**src/rtl/fir_tcdm_rr_arbiter.sv**
```systemverilog
// Round-robin arbiter sharing one TCDM master port between NR FIR streamers,
// with in-order response routing via an outstanding-ID FIFO. Optional per-requester
// stall counters are enabled with FIR_TCDM_ARB_STALL_CNT_EN.
`ifdef FIR_TCDM_ARB_STALL_CNT_EN
module fir_tcdm_arb_stall_cnt #(
  parameter int CNT_W = 16
) (
  input  logic             clk_i,
  input  logic             rst_ni,
  input  logic             clear_i,
  input  logic             stall_i,
  output logic [CNT_W-1:0] cnt_o
);
  always_ff @(posedge clk_i or negedge rst_ni) begin
    if (!rst_ni)                  cnt_o <= '0;
    else if (clear_i)             cnt_o <= '0;
    else if (stall_i && ~&cnt_o)  cnt_o <= cnt_o + 1'b1;
  end
endmodule
`endif

module fir_tcdm_rr_arbiter #(
  parameter int NR        = 3,
  parameter int AW        = 32,
  parameter int DW        = 32,
  parameter int MAX_OUTST = 4,
  parameter int CNT_W     = 16
) (
  input  logic                       clk_i,
  input  logic                       rst_ni,
  input  logic                       clear_i,
  input  logic [NR-1:0]              in_req_i,
  output logic [NR-1:0]              in_gnt_o,
  input  logic [NR-1:0][AW-1:0]      in_add_i,
  input  logic [NR-1:0]              in_wen_i,
  input  logic [NR-1:0][DW/8-1:0]    in_be_i,
  input  logic [NR-1:0][DW-1:0]      in_data_i,
  output logic [NR-1:0][DW-1:0]      in_r_data_o,
  output logic [NR-1:0]              in_r_valid_o,
  output logic                       out_req_o,
  input  logic                       out_gnt_i,
  output logic [AW-1:0]              out_add_o,
  output logic                       out_wen_o,
  output logic [DW/8-1:0]            out_be_o,
  output logic [DW-1:0]              out_data_o,
  input  logic [DW-1:0]              out_r_data_i,
  input  logic                       out_r_valid_i,
  output logic                       busy_o,
  output logic                       err_o
`ifdef FIR_TCDM_ARB_STALL_CNT_EN
  ,
  output logic [NR-1:0][CNT_W-1:0]   stall_cnt_o
`endif
);
  localparam int IW = $clog2(NR);
  localparam int PW = $clog2(MAX_OUTST);
  localparam int CW = PW + 1;

  logic [IW-1:0] ptr_q, win, head;
  logic [IW-1:0] fifo_q [MAX_OUTST];
  logic [PW-1:0] wr_q, rd_q;
  logic [CW-1:0] cnt_q;
  logic          any_req, live, full, empty, push, pop;

  // Scan from ptr upward; the first requester found wins.
  always_comb begin
    win     = '0;
    any_req = 1'b0;
    for (int k = 0; k < NR; k++) begin
      if (!any_req && in_req_i[(int'(ptr_q) + k) % NR]) begin
        any_req = 1'b1;
        win     = IW'((int'(ptr_q) + k) % NR);
      end
    end
  end

  assign full  = (cnt_q == CW'(MAX_OUTST));
  assign empty = (cnt_q == '0);
  assign live  = any_req & rst_ni;
  assign head  = fifo_q[rd_q];

  assign out_req_o = live & ~full;
  assign push      = out_req_o & out_gnt_i;
  assign pop       = out_r_valid_i & ~empty & rst_ni;
  assign busy_o    = ~empty;

  assign out_add_o  = live ? in_add_i[win]  : '0;
  assign out_wen_o  = live ? in_wen_i[win]  : 1'b0;
  assign out_be_o   = live ? in_be_i[win]   : '0;
  assign out_data_o = live ? in_data_i[win] : '0;

  always_comb begin
    in_gnt_o     = '0;
    in_r_valid_o = '0;
    if (push) in_gnt_o[win]      = 1'b1;
    if (pop)  in_r_valid_o[head] = 1'b1;
    for (int i = 0; i < NR; i++) in_r_data_o[i] = pop ? out_r_data_i : '0;
  end

  always_ff @(posedge clk_i or negedge rst_ni) begin
    if (!rst_ni) begin
      ptr_q <= '0;
      wr_q  <= '0;
      rd_q  <= '0;
      cnt_q <= '0;
      err_o <= 1'b0;
    end else if (clear_i) begin
      ptr_q <= '0;
      wr_q  <= '0;
      rd_q  <= '0;
      cnt_q <= '0;
      err_o <= 1'b0;
    end else begin
      if (push) begin
        wr_q  <= wr_q + 1'b1;
        ptr_q <= (win == IW'(NR - 1)) ? '0 : win + 1'b1;
      end
      if (pop) rd_q <= rd_q + 1'b1;
      case ({push, pop})
        2'b10:   cnt_q <= cnt_q + 1'b1;
        2'b01:   cnt_q <= cnt_q - 1'b1;
        default: cnt_q <= cnt_q;
      endcase
      if (out_r_valid_i && empty) err_o <= 1'b1;
    end
  end

  // ID storage needs no reset: entries are only read once counted valid.
  always_ff @(posedge clk_i) begin
    if (push && !clear_i) fifo_q[wr_q] <= win;
  end

`ifdef FIR_TCDM_ARB_STALL_CNT_EN
  fir_tcdm_arb_stall_cnt #(.CNT_W(CNT_W)) u_stall [NR-1:0] (
    .clk_i   (clk_i),
    .rst_ni  (rst_ni),
    .clear_i (clear_i),
    .stall_i (in_req_i & ~in_gnt_o),
    .cnt_o   (stall_cnt_o)
  );
`endif
endmodule
```
**config.mk**
```make
export PLATFORM = sky130hd
export DESIGN_NAME = fir_tcdm_rr_arbiter
export DESIGN_NICKNAME = d
export VERILOG_FILES = /design/src/rtl/fir_tcdm_rr_arbiter.sv
export SDC_FILE = /design/constraint.sdc
export NUM_CORES = 1
export LEC_CHECK = 0
export BUFFER_PORTS_ARGS = -buffer_cell sky130_fd_sc_hd__buf_4
export CAP_MARGIN = 20
export CELL_PAD_IN_SITES_DETAIL_PLACEMENT = 0
export CELL_PAD_IN_SITES_GLOBAL_PLACEMENT = 1
export CORE_AREA = 2 2 161 163
export CTS_BUF_LIST = sky130_fd_sc_hd__clkbuf_4 sky130_fd_sc_hd__clkbuf_8 sky130_fd_sc_hd__clkbuf_16
export CTS_CLUSTER_DIAMETER = 50
export CTS_CLUSTER_SIZE = 8
export DETAILED_ROUTE_END_ITERATION = 7
export DIE_AREA = 0 0 163 165
export GPL_ROUTABILITY_DRIVEN = 0
export PLACE_DENSITY = 0.59
export SLEW_MARGIN = 20
export SYNTH_ARGS = -nofsm -noshare
export SYNTH_HDL_FRONTEND = slang
export SYNTH_SLANG_ARGS = --single-unit
```
**constraint.sdc**
```tcl
create_clock -name clk_i -period 6.4 [get_ports clk_i]
set_clock_uncertainty 0.15 [all_clocks]
set_input_delay 0.64 -clock clk_i [delete_from_list [all_inputs] [get_ports clk_i]]
set_output_delay 0.64 -clock clk_i [all_outputs]
set_load 0.01 [all_outputs]
```
# Word-level counts from Yosys, hierarchy flattened
# Memories as Yosys holds them, arrays and structs flattened.
# Index checks and enable logic that the tools add are counted.
# Widths: inputs -> output; s select.
[classes]
addsub = 7
n_mul = 0
div_mod_pow = 3
n_lt_le_gt_ge = 7
n_eq_ne = 4
shift = 0
n_mux = 47
bitwise = 7
n_reduce_logical = 14
[ops]
columns = ["operator", "count"]
rows = [
  ["$mux 32", 5],
  ["$bmux 32 s2", 2],
  ["$lt 32x4->1 const B", 3],
  ["$mod 32x3->32 const B", 2],
  ["$mod 3x3->32 const B", 1],
  ["$mux 2", 10],
  ["$mux 1", 17],
  ["$mux 3", 3],
  ["$bmux 1 s2", 4],
  ["$bmux 4 s2", 1],
  ["$mux 4", 2],
  ["$add 2x1->2 const B", 3],
  ["$logic_and 1x1->1", 6],
  ["$lt 2x3->1 const B", 2],
  ["$pmux 3 s2", 1],
  ["$reduce_bool 2->1", 3],
  ["$and 1x1->1", 5],
  ["$demux 1 s2", 2],
  ["$eq 2x2->1 const B", 2],
  ["$ge 2x1->1 const B", 2],
  ["$add 2x1->3 const B", 1],
  ["$add 2x2->3 const B", 1],
  ["$add 3x1->3 const B", 1],
  ["$eq 3x3->1 const B", 1],
  ["6 further kinds", 9],
]
[word_totals]
reg_bits = 10
latchBits = 0
ramBits = 8
romBits = 0
out_inout_bits = 174
elab_cells = 95
mem_count = 1
[mem_list]
columns = ["name", "depth", "width", "rd", "rd_ports_with_merged_regs", "write_ports", "line", "rtl"]
rows = [
  ["fifo_q", 4, 2, 1, 0, 1, "60", "logic [IW-1:0] fifo_q [MAX_OUTST];"],
]

# Longest topological paths before layout
# Gate-level depths: netlist of run 1.
[depth]
ltp_word = 17
mapped_depth = 12
mapped_depth_nobuf = 10

# Least setup slack after synthesis of run 1
# Ideal clock, no wire load.
[synth_path]
path_kind = "reg2reg"
start = "register ptr_q[0]"
end = "register cnt_q[2]"
setup_ns = 0.125
arrival_time_ns = 2.670
setup_slack_ns = 3.455
path_stages_with_launch = 13
n_path_buf = 2
synth_period_minus_slack_ns = 2.945
path_cell_list = "dfrtp_1 > inv_1 > ha_1 > buf_2 > nand3b_1 > clkbuf_1 > o21a_1 > a31oi_1 > nor2_1 > fa_1 > or3_1 > mux2i_1 > mux2_2"
[synth_between]
elab_chain_len = 17
elab_cells_between_ends = 29
classes_between = "2 x add/sub; 3 x div; 2 x eq/ne; 14 x mux; 3 x bitwise; 5 x reduce/logical"
[synth_lines]
columns = ["element", "line", "rtl"]
rows = [
  ["from (decl)", "59", "logic [IW-1:0] ptr_q, win, head;"],
  ["from (signal assigned)", "116", "ptr_q <= (win == IW'(NR - 1)) ? '0 : win + 1'b1;"],
  ["parallel branches: the longest is 10 deep, another holds $mod 32x3->32", "n/a", ""],
  ["$mux 1 (*)", "70", "if (!any_req && in_req_i[(int'(ptr_q) + k) % NR]) begin"],
  ["$and 1x1->1 (*)", "79", "assign live = any_req & rst_ni;"],
  ["$and 1x1->1 (*)", "82", "assign out_req_o = live & ~full;"],
  ["$and 1x1->1 (*)", "83", "assign push = out_req_o & out_gnt_i;"],
  ["$eq 2x1->1 or $eq 2x2->1 (tied branches)", "119", "case ({push, pop})"],
  ["$pmux 3 s2", "119", ""],
  ["$mux 3", "107", "end else if (clear_i) begin"],
  ["to (signal assigned)", "120", "2'b10: cnt_q <= cnt_q + 1'b1;"],
  ["to (signal assigned)", "121", "2'b01: cnt_q <= cnt_q - 1'b1;"],
  ["to (signal assigned)", "122", "default: cnt_q <= cnt_q;"],
  ["to (decl)", "62", "logic [CW-1:0] cnt_q;"],
]
# Mark *: on every way between the ends. The select of a mux whose other input is x is not followed.
# A chain may end at the register's enable or synchronous reset.

# Worst setup path in the final report of run 1
[layout_path]
start = "register ptr_q[0]"
end = "output port out_data_o[4]"
[layout_between]
elab_chain_len = 14
elab_cells_between_ends = 28
classes_between = "2 x add/sub; 3 x div; 18 x mux; 1 x bitwise; 4 x reduce/logical"
[layout_lines]
columns = ["element", "line", "rtl"]
rows = [
  ["parallel branches: the longest is 13 deep, another holds $mod 32x3->32", "n/a", ""],
  ["$mux 32 (*)", "90", "assign out_data_o = live ? in_data_i[win] : '0;"],
  ["to (decl)", "45", "output logic [DW-1:0] out_data_o,"],
]
# Marks and branches as above.

==> results of run 1 <==
metrics by stage:
stage | setup slack [ns] | instances | utilization [%] | total power, mW
3_5_place_dp | 2.324 | 1189 | 27.37 | 0.8456
6_report | 2.059 | 1193 | 27.69 | 0.9657
4_1_cts | 2.023 | 1193 | 27.68 | 0.9754
2_1_floorplan | 3.455 | 572 | - | 0.5074
3_3_place_gp | 2.285 | 1188 | 27.26 | 0.8481
5_1_grt | 1.858 | 1193 | 27.69 | 1.040
cell families after synthesis:
family | after synthesis
buffers and inverters | 150
adders and majority gates | 9
and+or+nand+nor | 152
AOI/OAI and AO/OA | 229
xor gates and xnor gates | 3
DFF | 18
muxes | 11
area by class of cell:
| class | count | area [µm²] | share of cell area, % |
|---|---|---|---|
| clock buffers | 3 | 75.07 | 1.083 |
| repair buffers | 431 | 3256 | 46.97 |
| flip-flops and latches | 18 | 490.5 | 7.076 |
| clock inverters | 1 | 3.754 | 0.05415 |
| well taps | 330 | 412.9 | 5.957 |
| inverters | 6 | 22.52 | 0.3249 |
| multi-input cells | 404 | 2671 | 38.54 |
cells in the mapped netlist (all sizes together) (4+ instances only):
library cell	n
buf	80
o21ai	71
a31oi	70
nand3	70
o2111ai	69
clkbuf	64
and3	32
nor2	14
nand2	11
dfrtp	10
edfxtp	8
ha	8
inv	6
mux2i	6
nor2b	5
nor3b	5
a21oi	4
nor3	4
report_power, final:
part	switching (mW)	total, mW	internal, mW
Sequential	0.00729	0.137	0.129
Combinational	0.371	0.703	0.332
Clock	0.0424	0.125	0.0831
Total	0.421	0.966	0.544
worst min-delay path by stage:
stage               end  slack (ns)  depth (start not counted)
6_report        rd_q[0]        0.18                          1
5_1_grt         rd_q[0]        0.20                          1
4_1_cts        cnt_q[2]        0.18                          1
3_5_place_dp      err_o        0.34                          2
3_3_place_gp      err_o        0.33                          2
2_1_floorplan  cnt_q[0]        0.19                          0
sequential cells by signal, indices dropped and copies added, names as in the netlist:
register	flops
wr_q	2
ptr_q	2
rd_q	2
err_o	1
cnt_q	3
fifo_q	8
per-layer routing:
metal,part of all wire (%),track usage (%)
met5,0,0
met4,2.1,3.500
met3,7.2,2.310
met2,53,31.01
met1,38,18.51
worst max-delay path, stage by stage (launching register included):
cell	delay, ns
dfrtp_1	0.38
inv_1	0.09
ha_1	0.41
o21a_1	0.22
o31ai_1	0.30
and2_2	0.89
buf_4	0.45
nand3_1	0.12
a31oi_1	0.25
buf_4	0.17
==> impl_results.md, run 1 <==
- Status: complete, no violations
- Avg Inst Size Synth: 6.917 µm²
- Starting DRC count in detailed routing: 303
- Count of cell types in the netlist: 47
- Largest cells by area after synthesis: o2111ai_1 (15%), buf_4 (12%), a31oi_1 (11%)
- Worst Tran Pin Value: 1.092 ns
- NumNets Final: 1,120
- Cell count after synthesis: 572
- Vias in the first global route: 5,770
- Die Wd: 163 µm
- Rows: 58
- CP endpoint: out_data_o[4]
- Setup_tns: 0 ns
- Final Instance Area: 6932 µm²
- Crit path from: ptr_q[0]
- Sequential element share of the synthesized area: 12.40%
- Setup violators final: 0
- Post-Syn Area: 3956 µm²
- Post-CTS setup buffer count: 0
- WS Path Type: register to output pin
- GRT Overall Usage: 16.03%
- Mux cell area share after synthesis: 3.510%
- Crit start category: register
- Static leakage: 3.229 nW
- Largest net degree at the start of global routing: 72
- CTS Buffer Depth: 2
- DRC viols: 0
- Mean routed wirelength per cell: 19.27 µm
- Async set-reset flop share out of synthesis: 55.56%
- DP Area: 6852 µm²
- Reg2Reg Setup Slack: 3.02 ns
- Max FO, Critical Path: 46
- Filler Cell Count: 2,769
- Max Fclk: 230.4 MHz
- Routed vias/inst: 4.901
- Post-synth EDFFs: 8
- Maximum VDD drop: 0.07271 mV
- Share of layout cells above drive strength 1: 51.91%
- Critical R2R Capture: ptr_q[0]
- Max_slew headroom: 27.02%
- CP endpoint kind: output pin
- Initial antenna violation count: 0
- Synth Area in Compound Gates: 38.99%
- CTS sink cnt: 18
- Pins Over Slew Limit: 0
- Clock Pin Slew Worst Setup and Hold Paths: 0.05 ns
- Worst path required time: 5.61 ns
- Post-route ant nets: 0
- Maxcap violations: 0
- Hold Buf Count CTS: 0
- Yosys top cell by area: o2111ai_1
- Vias: 5,847
- Initial core utilization: 15.80%
- RSZ-0062 raised after global routing: false
- RR Startpoint: ptr_q[0]
- Hpwl dp: 17,130 µm
- FF+latch count, synth: 18
- Area growth, synth to finish: 75.21%
- H-tree lvl count: 1
- Cts bufs inserted: 3
- Fin crit share: 67.82%
- Antenna cells: 0
- Syn_nets: 828
- Drt pass-1 iters: 6
- Most frequent cells in the layout: buf_4 (430), a31oi_1 (70), nand3_1 (70)
- First-pass GRT wire length: 34,030 µm
- Post-Synth XOR/XNOR Area: 0.6641%
- Root buffer cell: clkbuf_16
- PortBufs: 420
- Most common cell after layout, fill and taps aside: buf_4
- Ports: 421
- Dominant synthesized flop cell: dfrtp_1
- Die H: 165 µm
- TritonCTS clock tree: yes
- Yosys top cell area share: 15.28%
- Final hold slack: 0.1762 ns
- Core Footprint: 25,040 µm²
- P per Cell Area: 139.3 nW/µm²
- Adder-Cell Fraction of Synth Area: 3.036%
- Die area: 26,900 µm²
- Minimum clock period: 4.341 ns
- Post-CTS Resized: 0
- Hold Fails Final Rpt: 0
- Synth Area in Simple Gates: 20.46%
- R2R cell count: 8
- Skew-Pair Late Insertion Delay: 0.25 ns
- Yosys synthesis warning count: 0
- Hold Crit Class: input port to asynchronous set/reset pin
- GR Overflow Total: 0
- Post-Route WL: 23,000 µm
- Largest family of logic cells by synthesized area: compound AO/OA/AOI/OAI gates
- Critical path arrival: 3.55 ns
Note: power is estimated with default switching activity, not from simulation.
==> inputs of run 2 (changes only) <==
--- a/config.mk
+++ b/config.mk
@@ -9,14 +9,14 @@
 export CAP_MARGIN = 20
 export CELL_PAD_IN_SITES_DETAIL_PLACEMENT = 0
 export CELL_PAD_IN_SITES_GLOBAL_PLACEMENT = 1
-export CORE_AREA = 2 2 161 163
+export CORE_AREA = 2 2 162 164
 export CTS_BUF_LIST = sky130_fd_sc_hd__clkbuf_4 sky130_fd_sc_hd__clkbuf_8 sky130_fd_sc_hd__clkbuf_16
 export CTS_CLUSTER_DIAMETER = 50
 export CTS_CLUSTER_SIZE = 8
 export DETAILED_ROUTE_END_ITERATION = 7
-export DIE_AREA = 0 0 163 165
+export DIE_AREA = 0 0 164 166
 export GPL_ROUTABILITY_DRIVEN = 0
-export PLACE_DENSITY = 0.59
+export PLACE_DENSITY = 0.61
 export SLEW_MARGIN = 20
 export SYNTH_ARGS = -nofsm -noshare
 export SYNTH_HDL_FRONTEND = slang
==> constraint.sdc (replaced) <==
create_clock -name clk_i -period 3.95 [get_ports clk_i]
set_clock_uncertainty 0.15 [all_clocks]
set_input_delay 0.395 -clock clk_i [delete_from_list [all_inputs] [get_ports clk_i]]
set_output_delay 0.395 -clock clk_i [all_outputs]
set_load 0.01 [all_outputs]
==> run 2 against run 1 <==
  * Global-route usage increased by 0.050 points
  * Final cell count increased by 1.1%
  * Total power increased by 66%
  * Design area increased by 1.8%
==> impl_results.md, run 2 (synthesis gave the netlist of run 1 again) <==
- Status: complete, no violations (unchanged)
- CP top delay family: compound AO/OA/AOI/OAI gates (was simple AND/OR/NAND/NOR gates)
- Max_slew headroom: 44.15% (was 27.02%)
- First-pass GRT wire length: 34,470 µm (was 34,030 µm)
- WS Path Type: register to output pin (unchanged)
- Area growth, synth to finish: 78.37% (was 75.21%)
- Share of layout cells above drive strength 1: 52.01% (was 51.91%)
- Pins Over Slew Limit: 0 (unchanged)
- Die Wd: 164 µm (was 163 µm)
- Mean routed wirelength per cell: 19.63 µm (was 19.27 µm)
- PortBufs: 420 (unchanged)
- Critical R2R Capture: cnt_q[2] (was ptr_q[0])
- Skew-Pair Late Insertion Delay: 0.24 ns (was 0.25 ns)
- Top reg by flops: fifo_q (unchanged)
- Largest net degree at the start of global routing: 72 (unchanged)
- Vias in the first global route: 5,786 (was 5,770)
- Max Fclk: 287.1 MHz
- Most common cell after layout, fill and taps aside: buf_4 (unchanged)
- Static leakage: 3.279 nW (was 3.229 nW)
- GR Overflow Total: 0 (unchanged)
- Most frequent cells in the layout: buf_4 (429), a31oi_1 (70), nand3_1 (70) (was buf_4 (430), a31oi_1 (70), nand3_1 (70))
- Die H: 166 µm (was 165 µm)
- Initial antenna violation count: 2 (was 0)
- Hpwl dp: 18,190 µm (was 17,130 µm)
- Fin crit share: 88.18%
- NumNets Final: 1,126 (was 1,120)
- RR Startpoint: ptr_q[0] (unchanged)
- Critical Path Max Stage Delay: 0.49 ns (was 0.89 ns)
- Root buffer cell: clkbuf_16 (unchanged)
- Clock Pin Slew Worst Setup and Hold Paths: 0.05 ns (about the same)
- H-tree lvl count: 1 (unchanged)
- Worst Tran Pin Value: 0.8377 ns (was 1.092 ns)
- Routed vias/inst: 4.903 (was 4.901)
- Drt pass-1 iters: 4 (was 6)
- Maximum VDD drop: 0.08906 mV (was 0.07271 mV)
- Filler Cell Count: 2,887 (was 2,769)
- Maxcap violations: 0 (unchanged)
- TritonCTS clock tree: yes (unchanged)
- Crit path from: ptr_q[1] (was ptr_q[0])
- Post-CTS setup buffer count: 0 (unchanged)
- CP endpoint: out_data_o[6] (was out_data_o[4])
- Hold Fails Final Rpt: 0 (unchanged)
- DP Area: 6963 µm² (was 6852 µm²)
- Reg2Reg Setup Slack: 0.77 ns (was 3.02 ns)
- R2R cell count: 9 (was 8)
- Ports: 421 (unchanged)
- Core Footprint: 25,620 µm² (was 25,040 µm²)
- CTS Buffer Depth: 2 (unchanged)
- CP Depth: 9 (unchanged)
- Worst path required time: 3.40 ns (was 5.61 ns)
- Setup_tns: 0 ns (unchanged)
- Starting DRC count in detailed routing: 262 (was 303)
- Vias: 5,913 (was 5,847)
- Core Util, Final: 27.55% (was 27.69%)
- Final hold slack: 0.2603 ns (was 0.1762 ns)
- RSZ-0062 raised after global routing: false (unchanged)
- Critical-path cell list: inv_1 > ha_1 > nor2b_1 > o21ai_1 > a21o_2 > buf_12 > o2111ai_1 > a31oi_1 > buf_4 (was inv_1 > ha_1 > o21a_1 > o31ai_1 > and2_2 > buf_4 > nand3_1 > a31oi_1 > buf_4)
- Cts bufs inserted: 3 (unchanged)
- P per Cell Area: 226.6 nW/µm² (was 139.3 nW/µm²)
- DRC viols: 0 (unchanged)
- Post-route ant nets: 0 (unchanged)
- CP endpoint kind: output pin (unchanged)
- WP buf/inv: 3 (unchanged)
- Initial core utilization: 15.44% (was 15.80%)
- Post-Route WL: 23,670 µm (was 23,000 µm)
- Max FO, Critical Path: 41 (was 46)
- Rows: 59 (was 58)
- Crit start category: register (unchanged)
- Hold Crit Class: input port to register (was input port to asynchronous set/reset pin)
- GRT Overall Usage: 16.08% (was 16.03%)
- Final Instance Area: 7057 µm² (was 6932 µm²)
- CTS sink cnt: 18 (unchanged)
- Setup violators final: 0 (unchanged)
- Max reg flops: 8 (unchanged)
- Critical path arrival: 2.94 ns (was 3.55 ns)
- Largest registers: fifo_q x8, cnt_q x3 (unchanged)
- Die area: 27,220 µm² (was 26,900 µm²)
- Worst-path cell with the longest stage delay: a21o_2 (was and2_2)
- Minimum clock period: 3.483 ns
==> run 2: cell types whose count changed in the layout (fill, tap and decap cells not counted), sizes merged <==
cell | before | now
buf | 431 | 436
diode | 0 | 2
dlygate4sd3 | 0 | 1
==> run 2: how the worst min path moves through the flow <==
stage             startpoint        to  slack, ns  depth (start not counted)
2_1_floorplan         rst_ni  cnt_q[0]      -0.05                          0
3_3_place_gp          rst_ni   rd_q[0]       0.22                          1
3_5_place_dp          rst_ni   rd_q[0]       0.23                          1
4_1_cts        out_r_valid_i     err_o       0.26                          3
5_1_grt        out_r_valid_i     err_o       0.26                          3
6_report       out_r_valid_i     err_o       0.26                          3
==> run 2: cell type report <==
| class | count | area (µm²) | share of cell area, % |
|---|---|---|---|
| repair buffers | 437 | 3371 | 47.77 |
| multi-input cells | 404 | 2670 | 37.84 |
| flip-flops and latches | 18 | 490.5 | 6.950 |
| well taps | 335 | 419.2 | 5.940 |
| clock buffers | 3 | 75.07 | 1.064 |
| inverters | 6 | 22.52 | 0.3191 |
| diodes | 2 | 5.005 | 0.07092 |
| clock inverters | 1 | 3.754 | 0.05319 |
==> run 2: layer usage <==
metal / global-route usage, % / up-vias / routed length, µm
met5: 0 / - / 0
met4: 2.708 / 0 / 276
met3: 2.947 / 12 / 1887
met2: 31.24 / 306 / 12750
met1: 18.12 / 2828 / 8762
li1: - / 2767 / -
==> run 2: worst reg2reg max path, cell delays in order (launching register included) <==
cell and delay, ns:
dfrtp_1 0.37, inv_1 0.09, ha_1 0.43, o21ai_1 0.24, a31oi_1 0.43, nor2_1 0.10
fa_1 0.39, or3_1 0.37, mux2i_1 0.15, mux2_2 0.35
==> run 2: per-stage QoR <==
step | worst slack, ns | total power [mW] | instances
4_1_cts | 0.4752 | 1.621 | 1204
3_5_place_dp | 0.7571 | 1.410 | 1199
3_3_place_gp | 0.7336 | 1.414 | 1199
5_1_grt | 0.2267 | 1.722 | 1204
6_report | 0.4671 | 1.599 | 1206
2_1_floorplan | 1.005 | 0.8221 | 572
==> run 2: power by group <==
part / internal (mW) / leakage, nW / total (mW) / switching, mW
logic: 0.564 / 3.03 / 1.17 / 0.611
clock network: 0.134 / 0.0385 / 0.203 / 0.0683
registers: 0.210 / 0.210 / 0.221 / 0.0118
total: 0.908 / 3.28 / 1.60 / 0.691
==> run 2: what timing repair did <==
action | CTS | global route
hold buffers | 1 | 0
gates resized for setup | 0 | 0
hold endpoints to repair | 10 | 0
==> inputs of run 3 (changes only) <==
--- a/config.mk
+++ b/config.mk
@@ -10,13 +10,12 @@
 export CELL_PAD_IN_SITES_DETAIL_PLACEMENT = 0
 export CELL_PAD_IN_SITES_GLOBAL_PLACEMENT = 1
 export CORE_AREA = 2 2 162 164
-export CTS_BUF_LIST = sky130_fd_sc_hd__clkbuf_4 sky130_fd_sc_hd__clkbuf_8 sky130_fd_sc_hd__clkbuf_16
 export CTS_CLUSTER_DIAMETER = 50
 export CTS_CLUSTER_SIZE = 8
 export DETAILED_ROUTE_END_ITERATION = 7
 export DIE_AREA = 0 0 164 166
 export GPL_ROUTABILITY_DRIVEN = 0
-export PLACE_DENSITY = 0.61
+export PLACE_DENSITY_LB_ADDON = 0.3
 export SLEW_MARGIN = 20
 export SYNTH_ARGS = -nofsm -noshare
 export SYNTH_HDL_FRONTEND = slang
==> run 3 against run 2 <==
  * First-iteration DRC count rose by 50%
  * Clock power is essentially flat
  * Combinational power hardly changed
  * Clock-buffer cell count did not move
  * Sequential share of layout area about the same
  * Register-to-register slack improved by 0.06 ns
  * Design area down 0.67%
  * Flip-flop and latch count unchanged
  * Largest cell class unchanged
  * Die area did not move
  * Non-clock buffer count increased by 1
  * Highest routed layer is now met5
  * Total power fell by 1.2%
  * Via count fell by 0.14%
==> impl_results.md, run 3 (synthesis gave the netlist of run 1 again) <==
- Hold Path Depth: 3 (unchanged)
- Post-CTS setup buffer count: 0 (unchanged)
- Largest registers: fifo_q x8, cnt_q x3 (unchanged)
- Top reg by flops: fifo_q (unchanged)
- Internal power: 0.8972 mW (was 0.9081 mW)
- Critical Path Max Stage Delay: 0.43 ns (was 0.49 ns)
- Post-CTS Resized: 0 (unchanged)
- H-tree lvl count: 1 (unchanged)
- Hold Crit Class: input port to register (unchanged)
- CP top delay family: compound AO/OA/AOI/OAI gates (unchanged)
- Max_slew headroom: 43.38% (was 44.15%)
- Placed Instances: 1,200 (was 1,199)
- Maximum VDD drop: 0.1209 mV (was 0.08906 mV)
- Total power: 1.580 mW (was 1.599 mW)
- Die area: 27,220 µm² (unchanged)
- Vias in the first global route: 5,864 (was 5,786)
- Pins Over Slew Limit: 0 (unchanged)
- Mean routed wirelength per cell: 18.93 µm (was 19.63 µm)
- Area growth, synth to finish: 77.17% (was 78.37%)
- Hold Fails Final Rpt: 0 (unchanged)
- Core Footprint: 25,620 µm² (unchanged)
- Clock Pin Slew Worst Setup and Hold Paths: 0.06 ns (was 0.05 ns)
- Sequential power share: 14.0% (was 13.8%)
- Minimum clock period: 3.371 ns (was 3.483 ns)
- Vias: 5,905 (was 5,913)
- Initial antenna violation count: 1 (was 2)
- Critical-path cell list: inv_1 > ha_1 > or2b_1 > a21oi_1 > o21a_2 > buf_4 > o2111ai_1 > a31oi_1 > buf_4 (was inv_1 > ha_1 > nor2b_1 > o21ai_1 > a21o_2 > buf_12 > o2111ai_1 > a31oi_1 > buf_4)
- Antenna cells: 0 (was 2)
- GR Overflow Total: 0 (unchanged)
- NumNets Final: 1,127 (was 1,126)
- Maxcap violations: 0 (unchanged)
- Post-Route WL: 22,820 µm (was 23,670 µm)
- Hpwl dp: 16,820 µm (was 18,190 µm)
- Max Fclk: 296.6 MHz (was 287.1 MHz)
- Most common cell after layout, fill and taps aside: buf_4 (unchanged)
- CTS sink cnt: 18 (unchanged)
- Static leakage: 3.265 nW (was 3.279 nW)
- NetSw: 0.6827 mW (was 0.6910 mW)
- First-pass GRT wire length: 33,960 µm (was 34,470 µm)
- WS Path Type: register to output pin (unchanged)
- Setup_tns: 0 ns (unchanged)
- GRT Overall Usage: 15.59% (was 16.08%)
- Post-route ant nets: 0 (unchanged)
- Die H: 166 µm (unchanged)
- Hold Buf Count CTS: 1 (unchanged)
- Status: complete, no violations (unchanged)
- Cts bufs inserted: 3 (unchanged)
- Max reg flops: 8 (unchanged)
- Share of layout cells above drive strength 1: 52.07% (was 52.01%)
- Setup violators final: 0 (unchanged)
- Comb pwr share: 73.1% (was 73.5%)
- Critical path arrival: 2.83 ns (was 2.94 ns)
- TritonCTS clock tree: yes (unchanged)
- Rows: 59 (unchanged)
- Clock Power Share: 12.9% (was 12.7%)
- CTS Buffer Depth: 2 (unchanged)
- Largest net degree at the start of global routing: 72 (unchanged)
- Initial core utilization: 15.44% (unchanged)
- Worst Tran Pin Value: 0.8493 ns (was 0.8377 ns)
- Most frequent cells in the layout: buf_4 (434), a31oi_1 (70), nand3_1 (70) (was buf_4 (429), a31oi_1 (70), nand3_1 (70))
- Root buffer cell: clkbuf_16 (unchanged)
- RSZ-0062 raised after global routing: false (unchanged)
- Routed vias/inst: 4.900 (was 4.903)
- R2R cell count: 9 (unchanged)
- Starting DRC count in detailed routing: 393 (was 262)
- CP endpoint kind: output pin (unchanged)
- Drt pass-1 iters: 5 (was 4)
- Worst-path cell with the longest stage delay: buf_4 (was a21o_2)
- WP buf/inv: 3 (unchanged)
- PortBufs: 420 (unchanged)
- Max FO, Critical Path: 42 (was 41)
- Fin crit share: 85.35% (was 88.18%)
- Ports: 421 (unchanged)
- Die Wd: 164 µm (unchanged)
- Worst path required time: 3.40 ns (about the same)
- Non-Filler Instances: 1,205 (was 1,206)
- DRC viols: 0 (unchanged)
- Skew-Pair Late Insertion Delay: 0.25 ns (was 0.24 ns)
- Sw frac: 43.21% (about the same)
- CP Depth: 9 (unchanged)
- P per Cell Area: 225.4 nW/µm² (was 226.6 nW/µm²)
- Crit start category: register (unchanged)
- Cell mode on critical path: buf_4
## run 3: changes by cell type in the layout (fill, tap and decap cells not counted)
cell	delta
buf_12	-4
buf_4	+5
diode_2	-2
## run 3: final timing paths
kind                          startpoint            end  slack [ns]
min                        out_r_valid_i          err_o        0.26
max                             ptr_q[1]  out_data_o[0]        0.58
min reg2reg                        err_o          err_o        0.36
max reg2reg                     ptr_q[0]       cnt_q[2]        0.83
min in group asynchronous         rst_ni        rd_q[1]        0.49
max in group asynchronous         rst_ni        wr_q[1]        2.86
## run 3: layout make-up
| class | instances | area, µm² |
|---|---|---|
| multi-input cells | 404 | 2670 |
| well taps | 335 | 419.2 |
| clock inverters | 1 | 3.754 |
| clock buffers | 3 | 75.07 |
| repair buffers | 438 | 3328 |
| inverters | 6 | 22.52 |
| fillers | 2835 | 18610 |
| flip-flops and latches | 18 | 490.5 |
## run 3: through the flow
| stage | area (µm²) | worst slack (ns) | utilization (%) | hold WS, ns |
|---|---|---|---|---|
| 6_report | 7009 | 0.5786 | 27.36 | 0.2612 |
| 5_1_grt | 7009 | 0.4015 | 27.36 | 0.2791 |
| 4_1_cts | 7009 | 0.5740 | 27.36 | 0.2649 |
| 3_5_place_dp | 6920 | 0.8296 | 27.02 | 0.2090 |
| 3_3_place_gp | 6920 | 0.8351 | 27.02 | 0.2126 |
| 2_1_floorplan | 3956 | 1.005 | - | -0.05059 |
## run 3: routing by layer
layer / track usage (%) / share of wire, %
met3: 2.522 / 8.2
met4: 3.852 / 2.3
met5: 0 / 0.070
met1: 17.31 / 36
met2: 30.27 / 54
## run 3: power by group through the flow
stage | Clock, mW | Combinational (mW) | Sequential, mW
final | 0.203 | 1.16 | 0.222
after global routing | 0.217 | 1.26 | 0.224
after CTS | 0.213 | 1.17 | 0.222
after detailed placement | 0 | 1.16 | 0.225
after global placement | 0 | 1.17 | 0.225
after floorplan | 0 | 0.599 | 0.223
## run 3: worst reg2reg max path, cell delays in order, from the launching register on
cell     delay [ns]
dfrtp_1        0.37
inv_1          0.08
ha_1           0.44
o21ai_1        0.22
a31oi_1        0.41
nor2_1         0.09
fa_1           0.38
or3_1          0.37
mux2i_1        0.14
mux2_2         0.34
